==> src/rtl/lfsr_random_source.sv <==
// -----------------------------------------------------------------------------
// lfsr_random_source
//
// Purpose:
//   Pseudo-random value source built around a right-shift Galois LFSR. Each
//   request advances the LFSR STEPS_PER_DRAW times, then presents the stepped
//   value on randomNumber behind a request/valid/ack handshake. The consumer
//   is the value randomizer stage in the game control path.
//
// Ports:
//   CLK          in   system clock, rising edge
//   RST          in   asynchronous active-low reset
//   seed_load    in   one-cycle strobe: reseed the LFSR from seed_in
//   seed_in      in   [WIDTH] seed value (zero is replaced by DEFAULT_SEED)
//   rnd_req      in   request a new random value
//   rnd_ack      in   consumer has taken randomNumber
//   randomNumber out  [WIDTH] registered random value, stable while rnd_valid
//   rnd_valid    out  randomNumber holds a fresh, unconsumed value
//   busy         out  draw in progress
//
// Build option:
//   FREE_RUN_EN  when defined, the LFSR also steps every cycle in IDLE and
//                VALID so draws depend on request timing. When undefined the
//                LFSR only moves during a draw and the output sequence is
//                fully determined by the seed.
// -----------------------------------------------------------------------------
module lfsr_random_source #(
    parameter int                 WIDTH          = 16,
    parameter logic [WIDTH-1:0]   TAPS           = 16'hB400,
    parameter logic [WIDTH-1:0]   DEFAULT_SEED   = 16'hACE1,
    parameter int                 STEPS_PER_DRAW = 4
) (
    input  logic             CLK,
    input  logic             RST,
    input  logic             seed_load,
    input  logic [WIDTH-1:0] seed_in,
    input  logic             rnd_req,
    input  logic             rnd_ack,
    output logic [WIDTH-1:0] randomNumber,
    output logic             rnd_valid,
    output logic             busy
);

    typedef enum logic [1:0] {
        IDLE  = 2'd0,
        STEP  = 2'd1,
        VALID = 2'd2
    } state_t;

    localparam logic [7:0] STEPS = 8'(STEPS_PER_DRAW);

    state_t           state_q, state_d;
    logic [7:0]       cnt_q, cnt_d;
    logic [WIDTH-1:0] lfsr_q, lfsr_d;
    logic [WIDTH-1:0] rnd_q, rnd_d;
    logic [WIDTH-1:0] lfsr_stepped;

    // One LFSR advance. An all-zero register would lock up forever, so it is
    // replaced by DEFAULT_SEED instead of being stepped.
    always_comb begin
        if (lfsr_q == '0) begin
            lfsr_stepped = DEFAULT_SEED;
        end else begin
            lfsr_stepped = (lfsr_q >> 1) ^ (lfsr_q[0] ? TAPS : '0);
        end
    end

    always_comb begin
        state_d = state_q;
        cnt_d   = cnt_q;
        lfsr_d  = lfsr_q;
        rnd_d   = rnd_q;
`ifdef FREE_RUN_EN
        // Free-running: entropy from player timing; STEP steps identically.
        lfsr_d  = lfsr_stepped;
`endif
        if (seed_load) begin
            // Reseed wins over everything and aborts any draw; the last
            // delivered value stays on randomNumber.
            lfsr_d  = (seed_in == '0) ? DEFAULT_SEED : seed_in;
            state_d = IDLE;
            cnt_d   = 8'd0;
        end else begin
            case (state_q)
                IDLE: begin
                    if (rnd_req) begin
                        state_d = STEP;
                        cnt_d   = STEPS;
                    end
                end
                STEP: begin
                    lfsr_d = lfsr_stepped;
                    cnt_d  = cnt_q - 8'd1;
                    if (cnt_q == 8'd1) begin
                        rnd_d   = lfsr_stepped;
                        state_d = VALID;
                    end
                end
                VALID: begin
                    // Value is held until acknowledged; a request in the
                    // same cycle as the ack starts the next draw directly.
                    if (rnd_ack) begin
                        if (rnd_req) begin
                            state_d = STEP;
                            cnt_d   = STEPS;
                        end else begin
                            state_d = IDLE;
                        end
                    end
                end
                default: begin
                    state_d = IDLE;
                    cnt_d   = 8'd0;
                end
            endcase
        end
    end

    always_ff @(posedge CLK or negedge RST) begin
        if (!RST) begin
            state_q <= IDLE;
            cnt_q   <= 8'd0;
            lfsr_q  <= DEFAULT_SEED;
            rnd_q   <= '0;
        end else begin
            state_q <= state_d;
            cnt_q   <= cnt_d;
            lfsr_q  <= lfsr_d;
            rnd_q   <= rnd_d;
        end
    end

    assign randomNumber = rnd_q;
    assign rnd_valid    = (state_q == VALID);
    assign busy         = (state_q == STEP);

endmodule

==> config.mk <==
export PLATFORM = sky130hd
export DESIGN_NAME = lfsr_random_source
export DESIGN_NICKNAME = d
export VERILOG_FILES = /design/src/rtl/lfsr_random_source.sv
export SDC_FILE = /design/constraint.sdc
export NUM_CORES = 1
export LEC_CHECK = 0
export ABC_AREA = 1
export BUFFER_PORTS_ARGS = -buffer_cell sky130_fd_sc_hd__buf_2
export CORE_AREA = 4 4 76 64
export DETAILED_ROUTE_END_ITERATION = 12
export DIE_AREA = 0 0 80 68
export PLACE_DENSITY = 0.77
export SETUP_SLACK_MARGIN = 0.15
export SLEW_MARGIN = 20
export SYNTH_ARGS = -nofsm -noshare
export SYNTH_HDL_FRONTEND = slang
export SYNTH_SLANG_ARGS = --single-unit
==> constraint.sdc <==
create_clock -name CLK -period 2.45 [get_ports CLK]
set_clock_uncertainty 0.2 [all_clocks]
set_input_delay 0.1225 -clock CLK [delete_from_list [all_inputs] [get_ports CLK]]
set_output_delay 0.1225 -clock CLK [all_outputs]
set_load 0.02 [all_outputs]
==> results, run 1 <==
- The number of placed instances, taps included, is 379.
- The total I/O pin count is 39.
- The worst path buffer plus inverter count is 2.
- The cell area after synthesis is 2220 sq um.
- The largest fanout on the critical path is 25.
- In this design, the stage delay of the slowest critical-path cell is 0.36 ns.
- The master cell of the clock root buffer is sky130_fd_sc_hd__clkbuf_8.
- The number of buffers inserted by port buffering is 38.
- The share of synthesized area occupied by flip-flops and latches is 47.9%.
- The number of antenna violations at the first check in global routing is 0.
- The first TritonRoute pass finished after 4 iterations.
- Timing would allow up to 558 MHz.
- The clock sink total is 42.
- The netlist uses 25 different library cells.
- The die height is 68 microns.
- Entering global routing, the biggest net connects 43 pins.
- Wires add up to 5390 microns.
- The area enclosed by the die boundary is 5440 sq um.
- The total global-route track usage is 21.4%.
- The data arrival time of the critical path is 1.76 ns.
- Setup repair after global routing left no endpoint under its margin.
- The relative max-transition margin is 37.3%.
- The peak ir drop on the vdd network is 0.665 mV.
- Hold repair after CTS inserted 18 buffers.
- The detailed router used layers up to and including met4.
- After synthesis, the cell types taking the most area are sky130_fd_sc_hd__dfrtp_1 38%, sky130_fd_sc_hd__nand2_1 20%, sky130_fd_sc_hd__dfstp_2 9.5%.
- Summed over all instances, the cell type with the most area after synthesis is sky130_fd_sc_hd__dfrtp_1.
- Counting the buffers created by CTS gives 5.
- The depth of the critical timing path with buffers and inverters included is 9.
- The kind of path behind the tightest hold check is primary input to flip-flop.
- The nature of the critical path startpoint is a flip-flop.
- Of the total synthesized cell area, the portion taken by XOR and XNOR cells is 1.19%.
- In this run the worst setup path begins at cnt_q[1]$_DFFE_PN0P_.
- The number of cell rows is 21.
- Counting flops and latches in the post-synthesis netlist gives 42.
- The post-synthesis to final-layout area growth is 22.0%.
- The routed wire length on met2 is 2370 microns.
- After detailed routing, the number of remaining DRC violations is 0.
- Along the worst hold path, the cell count comes to 3.
- Summing the areas of all and, or, nand and nor instances in the mapped netlist gives 32.0% of the synthesized area.
- Among the stages of the critical path, the cell type that occurs most often is sky130_fd_sc_hd__nand2_1.
- The sort of element at the end of the critical path is a flip-flop.
- Detailed routing placed a total of 370 microns of wire on met3.
- In this run, post-CTS repair resized a total of 0 instances.
- The synthesized-area fraction occupied by ao, oa, aoi and oai cells is 8.98%.
- After the first detailed-routing iteration, the DRC count stood at 201.
- The die is 80 microns wide.
- The launch instance of the worst register-to-register path is cnt_q[1]$_DFFE_PN0P_.
- The cell with the largest stage delay on the worst path is sky130_fd_sc_hd__dfrtp_1.
- The count of synthesis-stage warnings from yosys is 0.
- The global-route wire length before repair is 8900 microns.
- The mux contribution to synthesized area is 0%.
- The synthesized net count is 314.
- After legalization and detailed placement, the total HPWL measured 3780 microns.
- The run finished with clean final reports.
- The final max-slew violation count is 0.
- Using the TritonRoute via totals, the vias-per-cell ratio works out to 4.97.
- The signal on the critical path passes through inv_1 > ha_1 > nand2_1 > nor2_1 > nand2_2 > nor2_8 > inv_2 > nand2_1 > o21ai_2.
- The number of cells traversed by the worst register-to-register path is 9.
- The transition time at the pin with the least slew margin is 0.941 ns.
- The non-filler instance count after layout is 405.
- The final critical-path share of the clock period is 73.2%.
- The net count of the finished layout is 370.
- The total area inside the core boundary comes to 4100 sq um.
- The clock-pin slew of the registers on the worst-case setup and hold paths is 0.08 ns.
- Buffers added to address setup during post-CTS repair amount to 0.
- The smallest clock period supported by the final layout is computed as 1.79 ns.
- Counting the fill cells in the layout gives 359.
- The power density relative to cell area is 948 nW/um^2.
- The analysis attributes to cell leakage a power of 1.49 nW.
- The number of antenna diodes in the final layout is 0.
- The proportion of netlist area held by the largest area contributor is 38.4%.
- The post-detailed-route count of antenna-violating nets is 0.
- For this block, the via count after detailed routing is 2012.
- Once the floorplan was initialized, standard cells occupied 54.1% of the core.
- The number of global-route vias before repair was 1876.
- After global routing the overflow that remains totals 0.
- At the end of routability-driven placement, the weighted congestion stood at 0.833.
- A synthesized cell averages 7.61 sq um.
- The gate count after technology mapping is 291.
- The H-tree was split into 2 levels.
- The sum of routed wire segments on met1 is 2590 microns.
- The clock tree from TritonCTS is yes.
- The maximum number of buffers from clock root to sink is 2.
- The critical path in this run is classified as flip-flop to flip-flop.
- Setup violations remaining at the end of the flow were counted as 0.
- The combinational family with the most area after synthesis is simple AND/OR/NAND/NOR gates.
- In this run the most critical hold path is launched from seed_load.
- For the final routed database, the setup TNS stands at 0 ns.
- Dividing the detail-routed wire length by the instance count gives 13.3 microns.
- In the final layout, the share of cells above drive strength 1 is 20.7%.
- The number of endpoints with negative hold slack in the final report was 0.
- Data on the critical path is required at its endpoint by 2.42 ns.
- The total of max-cap violations is 0.
- The category of cells accounting for the largest share of critical-path delay is simple AND/OR/NAND/NOR gates.
- Of the total synthesized cell area, the portion taken by full adders, half adders and majority gates is 1.13%.
- The clock insertion delay at the later pin of the skew report is 0.29 ns.
- Before CTS, the worst setup slack after placement is 0.651 ns.
- The post-layout worst setup margin is 0.657 ns.
## power by group
group | switching [mW] | internal, mW | total (mW)
combinational | 0.661 | 0.359 | 1.02
sequential | 0.152 | 0.929 | 1.08
clock | 0.232 | 0.228 | 0.459
## cell usage after synthesis
master	number
sky130_fd_sc_hd__o22ai_1	1
sky130_fd_sc_hd__inv_2	4
sky130_fd_sc_hd__a21oi_1	4
sky130_fd_sc_hd__nand2_4	1
sky130_fd_sc_hd__nor2_2	2
sky130_fd_sc_hd__buf_6	2
sky130_fd_sc_hd__dfrtp_1	34
sky130_fd_sc_hd__buf_2	4
sky130_fd_sc_hd__nand2_2	1
sky130_fd_sc_hd__a31oi_1	1
sky130_fd_sc_hd__o211ai_1	6
sky130_fd_sc_hd__o21ai_0	5
sky130_fd_sc_hd__nor2_1	26
sky130_fd_sc_hd__nand2_1	119
sky130_fd_sc_hd__xnor2_1	3
sky130_fd_sc_hd__o221ai_1	2
sky130_fd_sc_hd__clkbuf_1	1
sky130_fd_sc_hd__inv_1	35
sky130_fd_sc_hd__dfstp_2	8
sky130_fd_sc_hd__nor2_8	2
sky130_fd_sc_hd__nand3_1	15
sky130_fd_sc_hd__ha_1	2
sky130_fd_sc_hd__nand4_1	3
sky130_fd_sc_hd__clkinv_1	1
sky130_fd_sc_hd__o21ai_2	9
## cell usage in the layout, fill, tap and decap left out, drive strengths merged, types with 3 or more instances in the layout
master and instances:
nand2 121, inv 39, buf 38, dfrtp 34
nor2 30, dlygate4sd3 18, nand3 15, o21ai 14
dfstp 8, clkbuf 7, o211ai 6, a21oi 4
nand4 3, xnor2 3
## metal layers
layer / track usage (%) / up-vias
met1: 30.4 / 930
met5: 0 / -
met4: 5.49 / 0
li1: - / 1010
met3: 5.00 / 8
met2: 33.1 / 64
## final timing paths
kind / slack, ns / end
min reg2reg: 0.28 / randomNumber[7]$_DFFE_PN0P_
max in group asynchronous: 1.15 / state_q[0]$_DFFE_PN0P_
min: 0.03 / lfsr_q[10]$_DFFE_PN1P_
min in group asynchronous: 0.31 / cnt_q[2]$_DFFE_PN0P_
max reg2reg: 0.66 / randomNumber[2]$_DFFE_PN0P_
max: 0.66 / randomNumber[2]$_DFFE_PN0P_
## kinds of logic after synthesis
family,count (synthesis)
AND/OR/NAND/NOR,169
buffers and inverters,47
flip-flops,42
AO/OA/AOI/OAI,28
XOR/XNOR,3
adder cells (fa/ha/maj),2
## worst reg2reg max path, delay by kind of cell, from the launching register on
family | cells | cell delay, ns
and+or+nand+nor | 5 | 0.57
DFF | 1 | 0.36
buffers and inverters | 2 | 0.33
adders and majority gates | 1 | 0.16
AOI/OAI and AO/OA | 1 | 0.05
## stage by stage
stage | total power [mW] | util (%) | cell area (sq um) | hold WS (ns)
after CTS | 2.57 | 65.9 | 2700 | 0.0275
after global placement | 2.05 | 59.3 | 2430 | 0.110
after floorplan | 1.80 | - | 2220 | -0.373
final | 2.56 | 65.9 | 2700 | 0.0261
after global routing | 2.75 | 65.9 | 2700 | 0.0232
after detailed placement | 2.09 | 59.3 | 2430 | 0.115
## cell type report
type,count,area (sq um),share of cell area [%]
flip-flops and latches,42,1060,39.3
repair buffers,56,370,13.7
clock buffers,7,86.3,3.19
clock inverters,1,5.00,0.185
inverters,40,150,5.56
well taps,57,71.3,2.64
multi-input cells,202,958,35.5
## registers in the layout, summed over array words and instances (netlist names)
register      count
cnt_q             8
lfsr_q           16
randomNumber     16
state_q           2
(Power assumes the default switching activity.)
==> inputs of run 2 (changes only) <==
--- a/config.mk
+++ b/config.mk
@@ -5,12 +5,12 @@
 export SDC_FILE = /design/constraint.sdc
 export NUM_CORES = 1
 export LEC_CHECK = 0
-export ABC_AREA = 1
+export ABC_AREA = 0
 export BUFFER_PORTS_ARGS = -buffer_cell sky130_fd_sc_hd__buf_2
-export CORE_AREA = 4 4 76 64
+export CORE_AREA = 4 4 77 65
 export DETAILED_ROUTE_END_ITERATION = 12
-export DIE_AREA = 0 0 80 68
-export PLACE_DENSITY = 0.77
+export DIE_AREA = 0 0 81 69
+export PLACE_DENSITY = 0.73
 export SETUP_SLACK_MARGIN = 0.15
 export SLEW_MARGIN = 20
 export SYNTH_ARGS = -nofsm -noshare
==> constraint.sdc (replaced) <==
create_clock -name CLK -period 1.55 [get_ports CLK]
set_clock_uncertainty 0.2 [all_clocks]
set_input_delay 0.0775 -clock CLK [delete_from_list [all_inputs] [get_ports CLK]]
set_output_delay 0.0775 -clock CLK [all_outputs]
set_load 0.02 [all_outputs]
==> run 2 against run 1 <==
  * The flow now finishes with violations (setup timing)
  * Die area up 2.7%
  * Utilization up 15 points
  * Hold slack better by 0.017 ns
  * Largest cell class unchanged
  * First-iteration DRC count up 19%
  * Largest power group unchanged
  * Clock power up 91%
==> results, run 2 <==
- The run finished, with violations left.
- The checks that failed: setup timing.
- The start-to-end type of the worst setup path is flip-flop to flip-flop.
- The via-per-instance ratio is 6.06 (+22%).
- The clock-pin slew of the registers on the worst-case setup and hold paths was 0.09 ns (about the same).
- The die height is 69 microns (+1.5%).
- The async set or reset register ratio after synthesis is 100% (unchanged).
- The cell area after synthesis is 2030 sq um (-8.4%).
- The post-layout worst setup margin came to -0.561 ns (-1.22 ns).
- The maximum achievable frequency is 474 MHz (-15%).
- The simple-gate share of the synthesized area is 11.5% (-20 points).
- The gate count after technology mapping is 183 (-37%).
- The number of buffers inserted by port buffering is 38 (unchanged).
- The post-layout minimum cycle time is 2.11 ns (+0.318 ns).
- The library cells used most frequently in the layout, excluding fill and tap cells, are 44 x sky130_fd_sc_hd__buf_4, 36 x sky130_fd_sc_hd__buf_2, 34 x sky130_fd_sc_hd__dfrtp_1, 19 x sky130_fd_sc_hd__dlygate4sd3_1, 19 x sky130_fd_sc_hd__buf_6.
- The total negative slack for setup checks is -17.26 ns (-17.26 ns).
- The number of setup violations in the final report is 44 (+44).
- The nature of the critical path startpoint is a flip-flop.
- The internal power is 2.46 mW (+62%).
- The placement-stage cell area is 2660 sq um (+9.4%).
- The number of buffers inserted during clock tree synthesis is 5 (unchanged).
- The switching share of power is 33.5% (-7.3 points).
- The power density relative to cell area is 1100 nW/um^2 (+16%).
- The relative contribution of sequential cells to total power came to 39.4% (-2.8 points).
- The clock insertion delay at the later pin of the skew report was 0.31 ns (+0.02 ns).
- The most common cell in the synthesized netlist is sky130_fd_sc_hd__dfrtp_1.
- The synthesized design spends more area on one cell type than any other, namely sky130_fd_sc_hd__dfrtp_1.
- Counting instances in the post-synthesis netlist gives the leading cell types as 34 x sky130_fd_sc_hd__dfrtp_1, 26 x sky130_fd_sc_hd__o21ai_0, 13 x sky130_fd_sc_hd__nand2_1.
- The number of cell rows is 21 (unchanged).
- The synthesized net count is 206 (-34%).
- The transition time at the pin with the least slew margin is 0.451 ns (-0.490 ns).
- The post-route cell area is 3360 sq um (+24%).
- The average cell area after synthesis is 11.1 sq um (+46%).
- The footprint of the flip-flops and latches is 1060 sq um (unchanged).
- The number of storage elements in the synthesis netlist came to 42 (unchanged).
- The via count was 2193 (+9.0%).
- The post-layout net count came to 327 (-12%).
- The CTS H-tree depth is 2 (unchanged).
- The peak ir drop on the vdd network is 0.946 mV (+42%).
- By area the synthesized netlist is led by sky130_fd_sc_hd__dfrtp_1 42%, sky130_fd_sc_hd__dfstp_2 10%, sky130_fd_sc_hd__o21ai_0 6.4%.
- The count of flip-flops with a built-in enable after synthesis is 0 (unchanged).
- The number of antenna violations at the first check in global routing is 0 (unchanged).
- The pin count of the biggest net entering global routing is 37 (-14%).
- The largest fanout on the critical path is 8 (-68%).
- Relative to the synthesized area, the layout overhead comes to 65.6%.
- The post-detailed-route DRC marker count was 0 (unchanged).
- The final critical-path share of the clock period is 136% (+63 points).
- The mean routed wirelength per cell is 21.5 microns (+62%).
- The area enclosed by the die boundary is 5590 sq um (+2.7%).
- The final max-slew violation count is 0 (unchanged).
- The overflow left after global routing is 0 (unchanged).
- The total power came to 3.70 mW (+44%).
- The DRC violation total after the first TritonRoute iteration is 239 (+19%).
- The min-delay analysis places its worst path in the category primary input to async pin.
- The number of endpoints with negative hold slack in the final report is 0 (unchanged).
- The initial cell density of the core is 48.9% (-5.2 points).
- The relative max-transition margin is 70.0% (+33 points).
- The number of global-route vias before repair is 2066 (+10%).
- The parity-gate share of the synthesized area counting xor and xnor cells was 1.29% (+0.11 points).
- The count of synthesis-stage warnings from yosys came to 0 (unchanged).
- The global-route wire length before repair is 10800 microns (+21%).
- The final weighted congestion of routability-driven global placement is 0.827 (-0.76%).
- The mux contribution to synthesized area is 7.34% (+7.3 points).
- The first-pass iteration count of the detailed router was 6 (+2).
- The total global-route track usage is 25.6% (+4.3 points).
- The proportion of netlist area held by the largest area contributor is 41.9% (+3.5 points).
- The clock sink total is 42 (unchanged).
- The chip width is 81 microns (+1.3%).
- The synthesized-area fraction occupied by ao, oa, aoi and oai cells is 21.6% (+13 points).
- The master cell of the clock root buffer is sky130_fd_sc_hd__clkbuf_8.
- The total I/O pin count is 39 (unchanged).
- Setup repair after global routing could not meet its margin everywhere.
- The worst setup path is captured at a flip-flop.
- TritonCTS built the clock tree.
- The antenna diode count is 0 (unchanged).
- The final wirelength came to 7790 microns (+45%).
- The count of filler cells inserted in the layout was 229 (-36%).
- The required time at the endpoint of the critical path was 1.58 ns (-0.84 ns).
- The core region area was 4150 sq um (+1.3%).
- The count of distinct cell types in the synthesized netlist came to 43 (+72%).
- The combinational power share came to 36.9% (-2.9 points).
- The leakage dissipation is 1.57 nW (+4.9%).
- The share of the core filled with cells in the final layout came to 81.0% (+15 points).
- The data arrival time of the critical path is 2.14 ns (+0.38 ns).
- The total of max-cap violations came to 0 (unchanged).
- After synthesis, the largest family of logic cells by area is compound AO/OA/AOI/OAI gates.
- The layout cell share with drive strength beyond 1 is 55.1% (+34 points).
- The share of synthesized area occupied by flip-flops and latches came to 52.3% (+4.4 points).
- The most frequently used flop master after synthesis is sky130_fd_sc_hd__dfrtp_1.
- The clock power share is 23.7% (+5.8 points).
- The maximum number of buffers from clock root to sink was 2 (unchanged).
- The switching power of the nets is 1.24 mW (+19%).
- The fraction of the mapped netlist area in adder cells is 1.23% (+0.10 points).
- The footprint of the multi-input gates is 1050 sq um (+9.4%).
- The post-detailed-route count of antenna-violating nets came to 0 (unchanged).
- The placed wire-length estimate after detailed placement is 3920 microns (+3.5%).
- The library cell used most frequently in the layout, excluding fill and tap cells, is sky130_fd_sc_hd__buf_4.
## run 2: changes by cell type after synthesis, sizes merged, moves of 6 or more
cell	before	now
o211ai	6	0
o22a	0	8
inv	39	5
nor2	30	8
mux2	0	7
or4	0	6
o21ai	14	34
nand3	15	1
mux2i	0	7
o22ai	1	8
nand2	121	13
## run 2: what timing repair did
item | in CTS | in global routing
setup endpoints to repair | 44 | 44
hold endpoints to repair | 56 | 0
hold buffers | 19 | 0
pin swaps | 15 | 11
cloned | 1 | 1
buffers inserted | 13 | 7
resized for setup | 38 | 18
## run 2: power groups by stage
stage	logic [mW]	registers (mW)	clock network (mW)
after CTS	1.24	1.44	0.869
final	1.37	1.46	0.876
after global placement	1.08	1.45	0
after detailed placement	1.10	1.46	0
after floorplan	0.453	1.65	0
after global routing	1.43	1.48	0.922
## run 2: per-stage QoR
| stage | worst slack [ns] | hold WS [ns] | instances |
|---|---|---|---|
| 2_1_floorplan | -0.373 | -0.418 | 183 |
| 3_3_place_gp | -0.467 | -0.145 | 313 |
| 3_5_place_dp | -0.446 | -0.139 | 313 |
| 4_1_cts | -0.433 | 0.0725 | 354 |
| 5_1_grt | -0.580 | 0.0961 | 362 |
| 6_report | -0.561 | 0.0434 | 362 |
## run 2: layer usage
layer	vias to the layer above	track usage (%)	wire length, microns
met4	0	13.3	366
met2	156	38.9	3650
met1	1064	33.6	3180
met5	-	0	0
met3	41	6.12	601
li1	932	-	-
## run 2: final timing paths
| path | start | end | slack, ns | cells past startpoint |
|---|---|---|---|---|
| max | lfsr_q[10]$_DFFE_PN1P_ | lfsr_q[7]$_DFFE_PN1P_ | -0.56 | 6 |
| min | RST | cnt_q[5]$_DFFE_PN0P_ | 0.04 | 2 |
| max reg2reg | lfsr_q[10]$_DFFE_PN1P_ | lfsr_q[7]$_DFFE_PN1P_ | -0.56 | 6 |
| min reg2reg | randomNumber[0]$_DFFE_PN0P_ | randomNumber[0]$_DFFE_PN0P_ | 0.31 | 1 |
| max in group asynchronous | RST | lfsr_q[15]$_DFFE_PN1P_ | 0.53 | 3 |
| min in group CLK | seed_load | lfsr_q[13]$_DFFE_PN1P_ | 0.11 | 4 |
## run 2: cell type report
cell class	count	share of cell area [%]
Multi-Input combinational cell	125	31.2
Sequential cell	42	31.6
Inverter	5	0.558
Clock inverter	3	1.19
Clock buffer	5	2.05
Timing Repair Buffer	125	31.3
Tap cell	57	2.12
## run 2: cell families after synthesis
logic type               Yosys count
buffers and inverters             16
flip-flops                        42
multiplexers                      14
AND/OR/NAND/NOR                   41
XOR/XNOR                           3
adder cells (fa/ha/maj)            2
AO/OA/AOI/OAI                     65
## run 2: worst max-delay path: stages (launching register included)
cell and delay (ns):
sky130_fd_sc_hd__dfstp_2 0.39, sky130_fd_sc_hd__or4_4 0.56, sky130_fd_sc_hd__buf_4 0.17, sky130_fd_sc_hd__o41ai_4 0.25
sky130_fd_sc_hd__buf_6 0.20, sky130_fd_sc_hd__o22ai_1 0.10, sky130_fd_sc_hd__o21ai_1 0.16
==> inputs of run 3 (changes only) <==
--- a/config.mk
+++ b/config.mk
@@ -7,10 +7,10 @@
 export LEC_CHECK = 0
 export ABC_AREA = 0
 export BUFFER_PORTS_ARGS = -buffer_cell sky130_fd_sc_hd__buf_2
-export CORE_AREA = 4 4 77 65
+export CORE_AREA = 4 4 74 62
 export DETAILED_ROUTE_END_ITERATION = 12
-export DIE_AREA = 0 0 81 69
-export PLACE_DENSITY = 0.73
+export DIE_AREA = 0 0 78 66
+export PLACE_DENSITY = 0.77
 export SETUP_SLACK_MARGIN = 0.15
 export SLEW_MARGIN = 20
 export SYNTH_ARGS = -nofsm -noshare
==> constraint.sdc (replaced) <==
create_clock -name CLK -period 2.1 [get_ports CLK]
set_clock_uncertainty 0.2 [all_clocks]
set_input_delay 0.105 -clock CLK [delete_from_list [all_inputs] [get_ports CLK]]
set_output_delay 0.105 -clock CLK [all_outputs]
set_load 0.02 [all_outputs]
==> run 3 against run 2 <==
  * The run now ends clean
  * Hold slack improved by 0.060 ns
  * Sequential power fell by 26%
  * Via count down 18%
  * Clock power down 39%
  * Clock-buffer cell count up 2
  * Sequential share of layout area rose by 6.3 points
  * Maximum frequency increased by 4.4%
  * Non-clock buffer count fell by 38
  * Utilization decreased by 6.7 points
  * Global-route usage is 2.0 points lower
  * Design area shrank 17%
  * Critical endpoint is now lfsr_q[6]$_DFFE_PN1P_
  * Highest routed layer unchanged
==> results, run 3 (synthesis results as in run 2) <==
- The peak ir drop on the vdd network is 0.498 mV (-47%).
- The leakage dissipation came to 1.30 nW (-17%).
- The number of buffers inserted by port buffering is 38 (unchanged).
- TritonCTS built the clock tree.
- The global-route wire length before repair was 9140 microns (-15%).
- The power density relative to cell area is 857 nW/um^2 (-22%).
- The number of setup violations in the final report was 0 (-100%).
- The flow ran to the end, and the final reports show no timing, DRC or antenna violations.
- The area enclosed by the die boundary was 5150 sq um (-7.9%).
- The largest individual stage delay along the critical path comes from the cell sky130_fd_sc_hd__or4_4.
- The required time at the endpoint of the critical path is 2.13 ns (+0.55 ns).
- The relative max-transition margin came to 64.8% (-5.2 points).
- The worst hold path passes through 4 cells.
- The post-layout net count is 289 (-12%).
- The overflow left after global routing came to 0 (unchanged).
- The mean routed wirelength per cell is 17.3 microns (-20%).
- The DRC violation total after the first TritonRoute iteration is 258 (+7.9%).
- The first-pass iteration count of the detailed router is 4 (-2).
- The via-per-instance ratio is 5.61 (-7.5%).
- The post-route cell area is 2810 sq um (-17%).
- The post-detailed-route count of antenna-violating nets is 0 (unchanged).
- The transition time at the pin with the least slew margin is 0.528 ns (+0.0773 ns).
- The share of the core filled with cells in the final layout is 74.2% (-6.7 points).
- The worst path buffer plus inverter count was 1 (-1).
- The data arrival time of the critical path came to 2.05 ns (-0.09 ns).
- The CTS H-tree depth came to 2 (unchanged).
- The placed wire-length estimate after detailed placement was 3710 microns (-5.2%).
- The initial cell density of the core is 53.7% (+4.8 points).
- The placement-stage cell area is 2410 sq um (-9.5%).
- The final max-slew violation count came to 0 (unchanged).
- The final wirelength came to 5560 microns (-29%).
- The path class of the tightest hold or removal check is primary input to flip-flop.
- The clock sink total is 42 (unchanged).
- Traced cell by cell, the critical path runs through or4_4 > o41ai_4 > buf_6 > o22ai_4 > o21ai_2.
- The total negative slack for setup checks came to 0 ns (+17.26 ns).
- The master cell of the clock root buffer is sky130_fd_sc_hd__clkbuf_8.
- The pin count of the biggest net entering global routing is 43 (+16%).
- The clock insertion delay at the later pin of the skew report was 0.30 ns (about the same).
- Setup repair after global routing could not meet its margin everywhere.
- The final weighted congestion of routability-driven global placement is 0.814 (-1.5%).
- The clock-pin slew of the registers on the worst-case setup and hold paths was 0.08 ns (about the same).
- The chip width came to 78 microns (-3.7%).
- The die height is 66 microns (-4.3%).
- The number of endpoints with negative hold slack in the final report came to 0 (unchanged).
- The library cells used most frequently in the layout, excluding fill and tap cells, are 38 x sky130_fd_sc_hd__buf_2, 34 x sky130_fd_sc_hd__dfrtp_1, 26 x sky130_fd_sc_hd__o21ai_0, 24 x sky130_fd_sc_hd__buf_4, 19 x sky130_fd_sc_hd__dlygate4sd3_1.
- The category of cells accounting for the largest share of critical-path delay is compound AO/OA/AOI/OAI gates.
- The number of cells traversed by the worst register-to-register path came to 5 (-1).
- The number of global-route vias before repair is 1770 (-14%).
- The total global-route track usage is 23.7% (-2.0 points).
- The number of antenna violations at the first check in global routing was 0 (unchanged).
- The number of cell rows is 20 (-4.8%).
- The total of max-cap violations is 0 (unchanged).
- The worst setup path is launched from a flip-flop.
- The largest fanout on the critical path is 7 (-1).
- The post-detailed-route DRC marker count is 0 (unchanged).
- The layout cell share with drive strength beyond 1 came to 39.3% (-16 points).
- The maximum cell stage delay along the critical path was 0.56 ns (about the same).
- The maximum achievable frequency is 494 MHz (+4.4%).
- The leading cell type in the layout, fill and taps excluded is sky130_fd_sc_hd__buf_2.
- The number of buffers inserted during clock tree synthesis is 5 (unchanged).
- The total I/O pin count is 39 (unchanged).
- The post-layout minimum cycle time is 2.02 ns (-0.0884 ns).
- From synthesis to final layout, the design area changed by 38.2%.
- The core region area is 3780 sq um (-9.0%).
- The sort of element at the end of the critical path is a flip-flop.
- The via count is 1805 (-18%).
- The antenna diode count was 0 (unchanged).
- The depth of the critical timing path with buffers and inverters included is 5 (-1).
- The start-to-end type of the worst setup path is flip-flop to flip-flop.
- The maximum number of buffers from clock root to sink is 2 (unchanged).
- The final hold slack came to 0.104 ns (+0.0605 ns).
- The final critical-path share of the clock period was 96.3% (-40 points).
## run 3: cell types whose count changed in the layout (fill, tap and decap cells not counted), moves of 4 or more
| cell | before | now |
|---|---|---|
| sky130_fd_sc_hd__buf_6 | 19 | 5 |
| sky130_fd_sc_hd__o21ai_0 | 16 | 26 |
| sky130_fd_sc_hd__o21ai_2 | 6 | 1 |
| sky130_fd_sc_hd__nor2_1 | 4 | 8 |
| sky130_fd_sc_hd__nand2_1 | 9 | 13 |
| sky130_fd_sc_hd__o21ai_1 | 12 | 7 |
| sky130_fd_sc_hd__nand2_2 | 4 | 0 |
| sky130_fd_sc_hd__buf_4 | 44 | 24 |
## run 3: worst paths after layout
kind | start | to | slack, ns
max | lfsr_q[8]$_DFFE_PN0P_ | lfsr_q[6]$_DFFE_PN1P_ | 0.08
min | seed_load | cnt_q[4]$_DFFE_PN0P_ | 0.10
max reg2reg | lfsr_q[8]$_DFFE_PN0P_ | lfsr_q[6]$_DFFE_PN1P_ | 0.08
min reg2reg | cnt_q[6]$_DFFE_PN0P_ | cnt_q[6]$_DFFE_PN0P_ | 0.29
max in group asynchronous | RST | lfsr_q[11]$_DFFE_PN1P_ | 1.12
min in group asynchronous | RST | cnt_q[1]$_DFFE_PN0P_ | 0.20
## run 3: final cells by class
class | instances | area (sq um)
clock buffers | 7 | 86.3
inverters | 5 | 18.8
fillers | 226 | 973
repair buffers | 87 | 632
multi-input cells | 125 | 933
well taps | 55 | 68.8
clock inverters | 1 | 5.00
flip-flops and latches | 42 | 1060
## run 3: metal layers
metal	share of wire [%]	vias to the layer above	global-route usage, %	wire (microns)
met4	1.3	0	10.3	74
met1	46	886	34.2	2570
met2	46	68	34.7	2530
li1	-	845	-	-
met3	6.8	6	4.50	377
met5	0	-	0	0
## run 3: worst reg2reg max path, cell delays in order, from the launching register on
cell	delay (ns)
sky130_fd_sc_hd__dfrtp_1	0.38
sky130_fd_sc_hd__or4_4	0.56
sky130_fd_sc_hd__o41ai_4	0.39
sky130_fd_sc_hd__buf_6	0.18
sky130_fd_sc_hd__o22ai_4	0.07
sky130_fd_sc_hd__o21ai_2	0.16
## run 3: what timing repair did
item / CTS / global route
setup buffers: 1 / 3
hold buffers: 19 / 0
pin swaps: 2 / 8
hold endpoints to repair: 52 / 0
gates resized for setup: 4 / 19
cloned: 0 / 0
setup endpoints to repair: 23 / 24
## run 3: stage by stage
stage / cells / setup WS (ns) / power, mW
2_1_floorplan: 183 / 0.172 / 1.50
3_3_place_gp: 291 / 0.104 / 1.76
3_5_place_dp: 291 / 0.0438 / 1.79
4_1_cts: 319 / 0.0712 / 2.35
5_1_grt: 322 / 0.0248 / 2.53
6_report: 322 / 0.0771 / 2.40
## run 3: power breakdown
| group | total (mW) | switching (mW) | internal [mW] | leakage [nW] |
|---|---|---|---|---|
| combinational | 0.787 | 0.418 | 0.369 | 0.725 |
| sequential | 1.08 | 0.102 | 0.977 | 0.526 |
| clock | 0.537 | 0.272 | 0.265 | 0.0482 |
| total | 2.40 | 0.791 | 1.61 | 1.30 |
